<file path="config.mk">
export PLATFORM = sky130hd
export DESIGN_NAME = sysa_mm3
export DESIGN_NICKNAME = d
export VERILOG_FILES = /design/src/rtl/sysa_mm3.sv
export SDC_FILE = /design/constraint.sdc
export NUM_CORES = 2
export LEC_CHECK = 0
export CAP_MARGIN = 10
export CORE_MARGIN = 2
export CORE_UTILIZATION = 25
export DETAILED_ROUTE_END_ITERATION = 6
export HOLD_SLACK_MARGIN = 0.03
export PLACE_DENSITY = 0.42
export REMOVE_ABC_BUFFERS = 1
export SYNTH_ARGS = -nofsm -noshare
export SYNTH_HDL_FRONTEND = slang
export SYNTH_SLANG_ARGS = --single-unit
</file>
<file path="constraint.sdc">
create_clock -name clk -period 6.29 [get_ports clk]
set_clock_uncertainty 0.1 [all_clocks]
set_input_delay 1.258 -clock clk [delete_from_list [all_inputs] [get_ports clk]]
set_output_delay 1.258 -clock clk [all_outputs]
set_load 0.01 [all_outputs]
</file>
<file path="src/rtl/sysa_mm3.sv">
// rtl/sysa_mm3.sv - 3x3 weight-stationary systolic array, 8-bit unsigned operands, 16-bit results
//
// Computes Y = X*W for one packed input vector per enabled cycle.
// Column c result Yc = sum_k Xk*W[k][c], truncated to 16 bits.
//
// Ports:
//   clk    - clock, all state on the rising edge
//   rst_n  - synchronous active-low reset, priority over en
//   en     - pipeline advance enable; en=0 freezes every register
//   w      - weights, W[k][c] = w[(k*3+c)*8 +: 8], read combinationally (not latched)
//   in     - input vector, Xk = in[k*8 +: 8], presented unskewed
//   out1   - Y0, valid after enabled edge t+3 for X sampled at edge t
//   out2   - Y1, valid after enabled edge t+4
//   out3   - Y2, valid after enabled edge t+5
module sysa_mm3 (
    input  logic        clk,
    input  logic        rst_n,
    input  logic        en,
    input  logic [71:0] w,
    input  logic [23:0] in,
    output logic [15:0] out1,
    output logic [15:0] out2,
    output logic [15:0] out3
);

    localparam int DW = 8;
    localparam int OW = 16;
    localparam int N  = 3;

    // Row k enters the array through k+1 registers: one input register
    // shared by all rows plus k skew stages, so the wavefront reaches
    // PE[k][0] exactly k cycles after PE[0][0].
    logic [DW-1:0]            sk0_q;
    logic [1:0][DW-1:0]       sk1_q;
    logic [2:0][DW-1:0]       sk2_q;

    // Data registers pass operands rightwards. The last column has no
    // consumer to its right, so only columns 0..N-2 carry one.
    logic [N-1:0][N-2:0][DW-1:0] data_q;

    // Partial sums pass downwards; the bottom row is the registered output.
    logic [N-1:0][N-1:0][OW-1:0] psum_q;
    logic [N-1:0][N-1:0][OW-1:0] psum_d;

    logic [N-1:0][DW-1:0]        row_x;
    logic [N-1:0][N-1:0][DW-1:0] pe_x;
    logic [N-1:0][N-1:0][OW-1:0] prod;

    always_comb begin
        row_x[0] = sk0_q;
        row_x[1] = sk1_q[1];
        row_x[2] = sk2_q[2];

        pe_x   = '0;
        prod   = '0;
        psum_d = '0;

        for (int k = 0; k < N; k++) begin
            pe_x[k][0] = row_x[k];
            for (int c = 1; c < N; c++) begin
                pe_x[k][c] = data_q[k][c-1];
            end
        end

        // Products fit in 16 bits; accumulation wraps modulo 2^16.
        for (int k = 0; k < N; k++) begin
            for (int c = 0; c < N; c++) begin
                prod[k][c] = {{(OW-DW){1'b0}}, pe_x[k][c]} *
                             {{(OW-DW){1'b0}}, w[(k*N+c)*DW +: DW]};
            end
        end

        for (int c = 0; c < N; c++) begin
            psum_d[0][c] = prod[0][c];
            for (int k = 1; k < N; k++) begin
                psum_d[k][c] = psum_q[k-1][c] + prod[k][c];
            end
        end
    end

    always_ff @(posedge clk) begin
        if (!rst_n) begin
            sk0_q  <= '0;
            sk1_q  <= '0;
            sk2_q  <= '0;
            data_q <= '0;
            psum_q <= '0;
        end else if (en) begin
            sk0_q  <= in[7:0];
            sk1_q  <= {sk1_q[0], in[15:8]};
            sk2_q  <= {sk2_q[1:0], in[23:16]};
            for (int k = 0; k < N; k++) begin
                for (int c = 0; c < N-1; c++) begin
                    data_q[k][c] <= pe_x[k][c];
                end
            end
            psum_q <= psum_d;
        end
    end

    assign out1 = psum_q[N-1][0];
    assign out2 = psum_q[N-1][1];
    assign out3 = psum_q[N-1][2];

endmodule

</file>
After elaboration in Yosys (flattened, before gate mapping). Index checks and enable logic that the tools add are counted. W data, S select, Z words.

Flip-flop bits (word level): 240. Bits of input ports: 99.

Add/subtract/negate cells: 6. Multipliers: 9.

Operator list (count): $mul A8 B8 Y16 (9); $add A16 B16 Y16 (6).

Logic depth before layout (Yosys ltp).
Word-level depth: 2. Mapped depth: 18. Depth with buffers taken out: 17.

Worst setup path after synthesis. Ideal clock, no wire load.

Path kind: input port to flip-flop. From: in w[24]. To: reg psum_q[59] (netlist bit). Setup time: 0.117 ns. Arrival time: 5.059 ns. Required time: 6.073 ns. Slack: 1.013 ns. Stages on the path: 16. Path buffers: 1. Cells stage by stage: clkbuf_1 nand2_1 fa_1 inv_1 fa_1 inv_1 fa_1 fa_1 inv_1 ha_1 o21a_1 o31a_1 o211ai_1 a21boi_1 or3_1 a32o_1.

Longest elaborated chain between the ends: 2.

Ends and longest elaborated chain: start: declaration (RTL line 19) `input logic [71:0] w,`; $mul A8 B8 Y16 (RTL line 68) `prod[k][c] = {{(OW-DW){1'b0}}, pe_x[k][c]} *`; $add A16 B16 Y16 (RTL line 76) `psum_d[k][c] = psum_q[k-1][c] + prod[k][c];`; end signal: assignment (RTL line 97) `psum_q <= psum_d;`; end: declaration (RTL line 42) `logic [N-1:0][N-1:0][OW-1:0] psum_q;`.

Every way passes these cells. A chain may end at the register's enable or synchronous reset.

Final worst setup path.
From: in w[11]. To: reg psum_q[29] (netlist bit).

Longest elaborated chain between the ends: 1.

Ends and longest elaborated chain (RTL line): $mul A8 B8 Y16 (68).

Every way passes these cells.

==> results.cfg <==
[place]
dpl.hpwl_microns = 60400
gp_congestion = 0.794
port_buffers = 146
place_inst = 4929

[routing]
drt_iter0_markers = 648
drt_wl_total_microns = 74900
dr_wl_met2_microns = 35000
drc = 0
top_layer = met5
vias = 20690
wl_met3_microns = 2400
first_pass_iters = 4
drt-met1-wl_microns = 36000
wl_per_cell_microns = 15.0
via_per_inst = 4.14
antenna_left = 0

[synth]
synth_most_common_cell = inv_1
ys_async_sr_fraction_pct = 0
ys_seq_area_share_pct = 16.2
synth_warnings = 0
ys_types = 67
yosys.area.top_type = fa_1
ys.flop_type = dfxtp_1
synth_area_per_cell_sq_um = 8.74
synth_top_area_share_pct = 27.6
synth_cells = 3389
synth_commonest_cells = 712 x inv_1, 408 x fa_1, 362 x and2_1, 318 x ha_1, 287 x nand2_1
synth_edf_count = 0
syn-cell-area_sq_um = 29600
ys_seq_elements = 240
synth.area.top_cells = fa_1 28%, dfxtp_1 16%, ha_1 13%, inv_1 9.0%, and2_1 7.6%

[cts]
clock-sinks = 240
clockBufferDepth = 3
numCtsBuffers = 36
cts_resized = 0
postCtsSetupBuffers = 0
htreeDepth = 2
cts.clk_slew.worst_paths_ns = 0.05
cts_tree = yes
cts_root_buffer = clkbuf_16
insertion_delay_ns = 0.56
postCtsHoldBufs = 0

[worst_setup_path]
crit_path_top_delay_cell = clkdlybuf4s50_1
worstPathMaxFanout = 8
worstPathRequired_ns = 6.59
max_stage_delay_ns = 0.57
arrival_ns = 5.66
worstPathCellList = clkdlybuf4s50_1, and2_1, fa_1, inv_1, fa_1, inv_1, fa_1, inv_1, fa_1, inv_1, ha_1, o21a_1, o31ai_1, a21oi_1, o31ai_1, mux2i_1, o311ai_0
cp-start-kind = input port
crit_type = input port to flop
critPathCaptureType = flop

[sta]
hold_viol_final = 0
layout_min_cycle_time_ns = 5.37
slew_headroom_pct = 37.2
maxSlewViolCount = 0
tightest_slew_ns = 0.942
finalCritPeriodShare_pct = 85.3
setup_viol = 0
fmax_ghz = 0.186
rsz0062_at_grt = false
finalSetupTns_ns = 0
fin_hold_ws_ns = 0.352

[flow_run]
drv_cap = 0

[power]
peakVddDrop_mv = 0.149
p_leak_nw = 16.5
power_density_nw_per_um2 = 141

[global_route]
grt_pass1_wl_microns = 123000
grt_pass1_vias = 21907
antenna_found_initial = 13
grt_use_total_pct = 12.7
overflow = 0
grt_start_max_net_pins = 115

[floorplan]
fp.dieH_microns = 348
row_count = 126
dieWidth_microns = 348
io_pins = 147
start_util_pct = 25.2
coreArea_sq_um = 118000
dieArea_sq_um = 121000

[final_layout]
synthToLayoutAreaGrowth_pct = 13.4
final_util_pct = 28.5
finalNetCount = 4256
drive_above_1_share_pct = 2.57
final_cells = 4996

[status]
status = complete, no violations

[min_path]
hold_path_class = flop to flop
## state kept, by name, indices dropped and copies added (netlist names)
signal	flops
psum_q	96
out1	16
sk1_q	8
pe_x	16
sk0_q	8
out3	16
out2	16
data_q	48
sk2_q	16
## metal layers
metal | vias to the layer above | GRT usage (%)
met4 | 20 | 2.94
met2 | 140 | 21.6
met5 | - | 0
li1 | 10528 | -
met1 | 9918 | 16.7
met3 | 84 | 2.15
## worst paths after layout
check | end | start | depth (start not counted) | slack, ns
max | psum_q[29] | w[11] | 17 | 0.92
min | psum_q[28] | psum_q[28] | 2 | 0.35
max reg2reg | psum_q[79] | data_q[21] | 15 | 1.72
min reg2reg | psum_q[28] | psum_q[28] | 2 | 0.35
## placed cells by master (no fill, tap or decap), drive strengths merged, types with 51 or more instances in the layout
cell type,instances
nor2,216
nand2,287
ha,318
clkdlybuf4s50,144
dfxtp,240
o21ai,101
inv,713
xnor2,51
a21oi,87
mux2i,147
fa,408
and2,362
## final cells by class
cell class | instances | area [sq um]
clock buffers | 50 | 1050
inverters | 712 | 2680
clock inverters | 15 | 183
well taps | 1536 | 1920
repair buffers | 160 | 1580
flip-flops and latches | 240 | 4800
multi-input cells | 2281 | 21400
fillers | 12525 | 84200
diodes | 2 | 5.00
## critical path: cells and delay by family
family | cells | cell delay (ns)
adders and majority gates | 5 | 2.29
and+or+nand+nor | 1 | 0.26
muxes | 1 | 0.22
AOI/OAI and AO/OA | 5 | 0.86
buffers and inverters | 5 | 0.77
## stage by stage
stage	worst slack, ns	total power [W]	instance area, sq um
after floorplan	0.146	0.00226	28800
after global placement	0.296	0.00264	32400
after detailed placement	0.328	0.00264	32400
after CTS	0.928	0.00487	33600
after global routing	0.561	0.00504	33600
final	0.925	0.00473	33600
## power breakdown
| part | leakage, nW | total, W | internal (W) | switching [W] |
|---|---|---|---|---|
| registers | 1.95 | 0.00165 | 0.00158 | 0.0000643 |
| logic | 14.0 | 0.000943 | 0.000400 | 0.000543 |
| clock network | 0.591 | 0.00214 | 0.00129 | 0.000847 |
## cells by family after synthesis
kind of cell	count (synthesis)	share of synthesized area, %
AOI/OAI and AO/OA	329	6.97
xor gates and xnor gates	87	2.57
muxes	148	5.00
DFF	240	16.2
buffers and inverters	868	11.7
and+or+nand+nor	991	16.6
adders and majority gates	726	41.0
Note: power is estimated with default switching activity, not from simulation.
